$ cat src/rtl/ext_link_rx.sv
// Receive side of the external serial link: deserialises 8N1-style frames and
// returns a timed acknowledge pulse to the peer transmitter after each good frame.
module ext_link_rx #(
  parameter int unsigned CLKS_PER_BIT = 434,
  parameter int unsigned DATA_W       = 8,
  parameter int unsigned ACK_BITS     = 2
) (
  input  logic              clk,
  input  logic              reset,
  input  logic              receiver_en,
  input  logic              ext_data_in,
  output logic              ack_out,
  output logic [DATA_W-1:0] data_out,
  output logic              data_valid,
  output logic              frame_err,
  output logic              busy,
  output logic [2:0]        state_rx
);

  localparam int unsigned TimerW = $clog2(CLKS_PER_BIT);
  localparam int unsigned BitW   = $clog2(DATA_W + 1);
  localparam logic [TimerW-1:0] TimerHalf = TimerW'(CLKS_PER_BIT / 2 - 1);
  localparam logic [TimerW-1:0] TimerFull = TimerW'(CLKS_PER_BIT - 1);
  localparam logic [BitW-1:0]   BitsLast  = BitW'(DATA_W - 1);
  // The ack reuses the bit counter, so ACK_BITS must not exceed DATA_W.
  localparam logic [BitW-1:0]   AckLast   = BitW'(ACK_BITS - 1);

  typedef enum logic [2:0] {
    StIdle  = 3'd0,
    StStart = 3'd1,
    StData  = 3'd2,
    StStop  = 3'd3,
    StAck   = 3'd4
  } state_e;

  state_e              state_q, state_d;
  logic [TimerW-1:0]   timer_q, timer_d;
  logic [BitW-1:0]     bit_cnt_q, bit_cnt_d;
  logic [DATA_W-1:0]   shift_q, shift_d;
  logic [DATA_W-1:0]   data_q, data_d;
  logic                valid_q, valid_d;
  logic                ferr_q, ferr_d;
  logic                ack_q;
  logic                sync1_q, sync2_q, prev_q;
  logic                line, fall;

  assign line = sync2_q;
  assign fall = prev_q & ~sync2_q;

  always_ff @(posedge clk or negedge reset) begin
    if (!reset) begin
      sync1_q <= 1'b1;
      sync2_q <= 1'b1;
      prev_q  <= 1'b1;
    end else begin
      sync1_q <= ext_data_in;
      sync2_q <= sync1_q;
      prev_q  <= sync2_q;
    end
  end

  always_comb begin
    state_d   = state_q;
    timer_d   = timer_q + TimerW'(1);
    bit_cnt_d = bit_cnt_q;
    shift_d   = shift_q;
    data_d    = data_q;
    valid_d   = 1'b0;
    ferr_d    = 1'b0;
    case (state_q)
      StIdle: begin
        timer_d = '0;
        if (receiver_en && fall) state_d = StStart;
      end
      StStart: begin
        if (!receiver_en) begin
          state_d = StIdle;
        end else if (timer_q == TimerHalf) begin
          state_d = line ? StIdle : StData;
        end
      end
      StData: begin
        if (!receiver_en) begin
          state_d = StIdle;
        end else if (timer_q == TimerFull) begin
          shift_d   = {line, shift_q[DATA_W-1:1]};
          timer_d   = '0;
          bit_cnt_d = bit_cnt_q + BitW'(1);
          if (bit_cnt_q == BitsLast) state_d = StStop;
        end
      end
      StStop: begin
        if (!receiver_en) begin
          state_d = StIdle;
        end else if (timer_q == TimerFull) begin
          if (line) begin
            data_d  = shift_q;
            valid_d = 1'b1;
            state_d = StAck;
          end else begin
            ferr_d  = 1'b1;
            state_d = StIdle;
          end
        end
      end
      StAck: begin
        // Ignores receiver_en so the peer always sees a complete ack.
        if (timer_q == TimerFull) begin
          timer_d   = '0;
          bit_cnt_d = bit_cnt_q + BitW'(1);
          if (bit_cnt_q == AckLast) state_d = StIdle;
        end
      end
      default: state_d = StIdle;
    endcase
    if (state_d != state_q) begin
      timer_d   = '0;
      bit_cnt_d = '0;
    end
  end

  always_ff @(posedge clk or negedge reset) begin
    if (!reset) begin
      state_q   <= StIdle;
      timer_q   <= '0;
      bit_cnt_q <= '0;
      shift_q   <= '0;
      data_q    <= '0;
      valid_q   <= 1'b0;
      ferr_q    <= 1'b0;
      ack_q     <= 1'b0;
    end else begin
      state_q   <= state_d;
      timer_q   <= timer_d;
      bit_cnt_q <= bit_cnt_d;
      shift_q   <= shift_d;
      data_q    <= data_d;
      valid_q   <= valid_d;
      ferr_q    <= ferr_d;
      // Lags the ACK state by one cycle, so it rises right after data_valid.
      ack_q     <= (state_q == StAck);
    end
  end

  assign ack_out    = ack_q;
  assign data_out   = data_q;
  assign data_valid = valid_q;
  assign frame_err  = ferr_q;
  assign busy       = (state_q != StIdle);
  assign state_rx   = state_q;

endmodule

$ cat config.mk
export PLATFORM = sky130hd
export DESIGN_NAME = ext_link_rx
export DESIGN_NICKNAME = d
export VERILOG_FILES = /design/src/rtl/ext_link_rx.sv
export SDC_FILE = /design/constraint.sdc
export NUM_CORES = 1
export LEC_CHECK = 0
export BUFFER_PORTS_ARGS = -buffer_cell sky130_fd_sc_hd__buf_2
export CAP_MARGIN = 20
export CORE_MARGIN = 2
export CORE_UTILIZATION = 60
export CTS_BUF_LIST = sky130_fd_sc_hd__clkbuf_8
export DETAILED_ROUTE_END_ITERATION = 16
export PLACE_DENSITY = 0.86
export SYNTH_ARGS = -nofsm -noshare
export SYNTH_HDL_FRONTEND = slang
export SYNTH_SLANG_ARGS = --single-unit
$ cat constraint.sdc
create_clock -name clk -period 3 [get_ports clk]
set_input_delay 0.3 -clock clk [delete_from_list [all_inputs] [get_ports clk]]
set_output_delay 0.3 -clock clk [all_outputs]
set_load 0.005 [all_outputs]
==> Yosys cells after proc, flatten, opt, wreduce, memory -nomap -nowiden <==
Cells that the tools add are included.
{ "word_totals": {"regBits": 38, "out_inout_bits": 15, "elab_cells": 61} }
{ "classes": {"add_sub_neg": 2, "n_eq_ne": 10, "n_mux": 29, "bitwise": 2, "reduce_logical": 7} }
{ "ops": {"columns": ["op", "count"], "rows": [
  ["$mux W3", 11],
  ["$mux W9", 3],
  ["$pmux W9 S3", 1],
  ["$pmux W3 S5", 1],
  ["$mux W4", 3],
  ["$add A9 B1 Y9 const B", 1],
  ["$eq A9 B8 Y1 const B", 1],
  ["$eq A9 B9 Y1 const B", 1],
  ["$mux W1", 8],
  ["$pmux W4 S2", 1],
  ["$eq A3 B2 Y1 const B", 2],
  ["$reduce_bool A3 Y1", 2],
  ["$add A4 B1 Y4 const B", 1],
  ["$eq A4 B1 Y1 const B", 1],
  ["$eq A4 B3 Y1 const B", 1],
  ["$reduce_and A4 Y1", 1],
  ["$eq A3 B1 Y1 const B", 1],
  ["$eq A3 B3 Y1 const B", 1],
  ["$logic_not A3 Y1", 1],
  ["$ne A3 B3 Y1", 1],
  ["$ne A3 B3 Y1 const B", 1],
  ["$reduce_and A3 Y1", 1],
  ["$mux W2", 1],
  ["$reduce_and A2 Y1", 1],
  ["other kinds (3)", 3]
]} }

==> Longest topological paths before layout <==
{ "logic_depth": {"depth_word": 8, "depth_mapped": 9} }

==> Worst setup path before layout <==
No wires, ideal clock.
{ "synth_path": {"path_kind": "register to register", "from": "reg timer_q[1]", "to": "reg timer_q[3]", "setup_time_ns": 0.133, "t_arrival_ns": 2.019, "required_ns": 2.867, "slack_ns": 0.848, "path_stages_with_launch": 10, "path_cell_list": "dfrtp_1 > inv_1 > ha_1 > nand4bb_4 > or4_1 > buf_2 > and2_4 > o221ai_2 > buf_6 > nor3_1"} }
{ "synth_between": {"elab_chain_cells": 6} }
{ "synth_lines": {"columns": ["element", "line", "text"], "rows": [
  ["start, declared", "37", "logic [TimerW-1:0] timer_q, timer_d;"],
  ["start signal, assigned", "134", "timer_q <= timer_d;"],
  ["branches (longest 5 deep; another with $add A9 B1 Y9)", null, null],
  ["$mux W9 *", "116", "if (state_d != state_q) begin"],
  ["named net timer_d[3]", "37", null]
]} }
Mark *: on every way through the listed nets, which the timed path passes.
A chain may end at the register's enable or synchronous reset.

==> Worst setup path after layout <==
{ "layout_path": {"from": "reg timer_q[1]", "to": "reg timer_q[4]"} }
The elaborated chain is that of the path after synthesis.

==> reports/results.ini <==
[layout]
fillers=197
layout_commonest_cell=dfrtp_1
seq_area_sq_um=955
fin_util=0.721
drive_above_1_share=0.241
finalInstanceArea_sq_mm=0.00202
antenna_cells=0
syn2layout_area_growth_pct=12.8
final_nets=195
multi_input_area_sq_um=776
most-common-layout-cells=35 x dfrtp_1, 33 x nand2_1, 18 x buf_2, 12 x nor2_1, 12 x nor3_1

[clock_tree]
cts_hold_buf=0
path_clk_slew_ns=0.08
clockRootBuffer=clkbuf_8
cts_buffers=5
cts_resized=0
cts_tree=done
htreeDepth=2
cts_setup_buffers=0
insertion_delay_ns=0.30
cts.sinks=38
cts.path.max_buffers=2

[worst_setup_path]
crit_chain=inv_1, ha_1, nand4bb_4, or4_1, and2_4, o221ai_2, nor3_1
required_ns=3.16
arrival_ns=2.72
slowest_stage=or4_1
setup.worst_path.class=reg -> reg
cp-end-kind=flip-flop
slowest_delay_ns=0.71
worstPathMaxFanout=13
start_kind=flip-flop

[floorplanning]
initial_core_util=0.640
core_sq_mm=0.00281
rows=19
ios=19
fp.dieW_microns=58.7
die_area_sq_mm=0.00344
dieHeight_microns=58.7

[pwr]
p_int_w=0.000861
power.share.switching=0.205
p_per_area_mw_per_mm2=535
p_clk_frac=0.483
ir_drop_mv=0.427
combPwrFrac=0.033
p_sw_w=0.000222
seqPwrFrac=0.484
leakagePower_nw=0.958

[placement]
dpl-instance-area_sq_mm=0.00189
post-place-ws_ns=0.452
gp_congestion=0.861
port_buffers=18
dp_hpwl_microns=2420

[sta]
setup_slack_ns=0.432
slew_headroom=0.462
clock_skew_ns=0.00321
hold_viol=0
finalSetupTns_ns=0
setup_viol=0
hold_slack_ns=0.0865
drv_slew=0
period_share=0.856
fmax_ghz=0.389
tightestPinTransition_ns=0.807
layout_min_cycle_time_ns=2.57
rsz0062_at_grt=false

[synth]
synth_edf_count=0
syn_area_per_cell_sq_um=10.7
syn-instance-count=168
ys_seq_elements=38
synth-seq-area-share=0.532
yosysWarningCount=0
yosysUniqueCellTypes=40
synthArstFlopShare=1.00
ys.flop_type=dfrtp_1
syn_nets=177
netlist_area_sq_mm=0.00179

[flow_run]
cap_violations=0

[routing]
vias=1309
drt_iter0_markers=69
drt-total-wl_microns=3430
remaining_drc_errors=3
firstDrtPassIters=10
viasPerCell=6.00
wl_per_cell_microns=15.8
drtAntennaViolNets=0

[grt]
grt_start_max_net_pins=39
grt_overflow=0
grt_pass1_vias=1190
grtUsageTotal=0.230
antenna_found_initial=0
grt_pass1_wl_microns=5710

[run_status]
status=complete, but fails checks
violations=design-rule violations

[min_path]
hp-class=in -> async

-- worst max-delay path, delay by kind of cell (launching register included) --
family	cells	cell delay, ns
compound gates	1	0.47
fa+ha+maj	1	0.21
buf+inv	1	0.10
flops	1	0.40
simple gates	4	1.25
-- flip-flops by register name (all words and copies together) (netlist names) --
name and cells:
state_rx 3, frame_err 1, data_out 8, bit_cnt_q 4, timer_q 9, line 1, prev_q 1, shift_q 8
data_valid 1, sync1_q 1, ack_out 1
-- cell type report --
| type | instances | share of cell area |
|---|---|---|
| repair buffers | 18 | 0.0445 |
| flip-flops and latches | 38 | 0.472 |
| well taps | 31 | 0.0192 |
| clock buffers | 5 | 0.0340 |
| inverters | 7 | 0.0130 |
| clock inverters | 3 | 0.0340 |
| multi-input cells | 116 | 0.383 |
-- cells by family after synthesis --
| group | Yosys count | synth area share |
|---|---|---|
| buffers and inverters | 14 | 0.0356 |
| adder cells (fa/ha/maj) | 5 | 0.0349 |
| XOR/XNOR | 10 | 0.0488 |
| AO/OA/AOI/OAI | 15 | 0.0704 |
| flip-flops | 38 | 0.532 |
| multiplexers | 9 | 0.0558 |
| AND/OR/NAND/NOR | 77 | 0.222 |
-- power by group through the flow --
stage	sequential [W]	combinational, W	clock, W
after global routing	0.000524	0.0000412	0.000547
after global placement	0.000533	0.0000352	0
final	0.000524	0.0000362	0.000523
after floorplan	0.000530	0.0000240	0
after CTS	0.000523	0.0000366	0.000520
after detailed placement	0.000533	0.0000365	0
-- cell usage after synthesis, types with 2 or more instances --
| master | n | area, sq um |
|---|---|---|
| dfrtp_1 | 35 | 876 |
| nand2_1 | 33 | 124 |
| nor2_1 | 12 | 45.0 |
| nor3_1 | 12 | 60.1 |
| mux2_2 | 8 | 90.1 |
| inv_1 | 7 | 26.3 |
| ha_1 | 5 | 62.6 |
| xnor2_1 | 5 | 43.8 |
| xor2_1 | 5 | 43.8 |
| buf_2 | 3 | 15.0 |
| clkbuf_1 | 3 | 11.3 |
| dfstp_2 | 3 | 78.8 |
| nand3_1 | 3 | 15.0 |
| a211oi_1 | 2 | 15.0 |
| a21oi_1 | 2 | 10.0 |
| a2bb2oi_1 | 2 | 17.5 |
| a31oi_1 | 2 | 12.5 |
| nand2b_1 | 2 | 12.5 |
| nand4_1 | 2 | 12.5 |
| nor3_2 | 2 | 20.0 |
-- metrics by stage --
stage	cells	power [W]
after floorplan	168	0.000554
after global placement	210	0.000568
after detailed placement	210	0.000570
after CTS	218	0.00108
after global routing	218	0.00111
final	218	0.00108
-- routing by layer --
| metal | track usage | vias to the layer above | wire (microns) | share of wire |
|---|---|---|---|---|
| met1 | 0.299 | 650 | 1530 | 0.45 |
| met3 | 0.0791 | 5 | 201 | 0.059 |
| li1 | - | 615 | - | - |
| met4 | 0.0812 | 0 | 55 | 0.016 |
| met2 | 0.363 | 39 | 1640 | 0.48 |
| met5 | 0 | - | 0 | 0 |
-- final timing paths --
kind / from / end / slack [ns] / cells after the start
setup / recovery: timer_q[1]$_DFF_PN0_ / timer_q[4]$_DFF_PN0_ / 0.43 / 7
hold / removal: reset / state_rx[1]$_DFF_PN0_ / 0.09 / 1
setup reg to reg: timer_q[1]$_DFF_PN0_ / timer_q[4]$_DFF_PN0_ / 0.43 / 7
hold reg to reg: sync1_q$_DFF_PN1_ / line$_DFF_PN1_ / 0.36 / 0
max in group asynchronous: reset / data_out[5]$_DFFE_PN0P_ / 2.41 / 1
min in group clk: ext_data_in / sync1_q$_DFF_PN1_ / 0.09 / 1
Power figures use the tool's default switching activity.
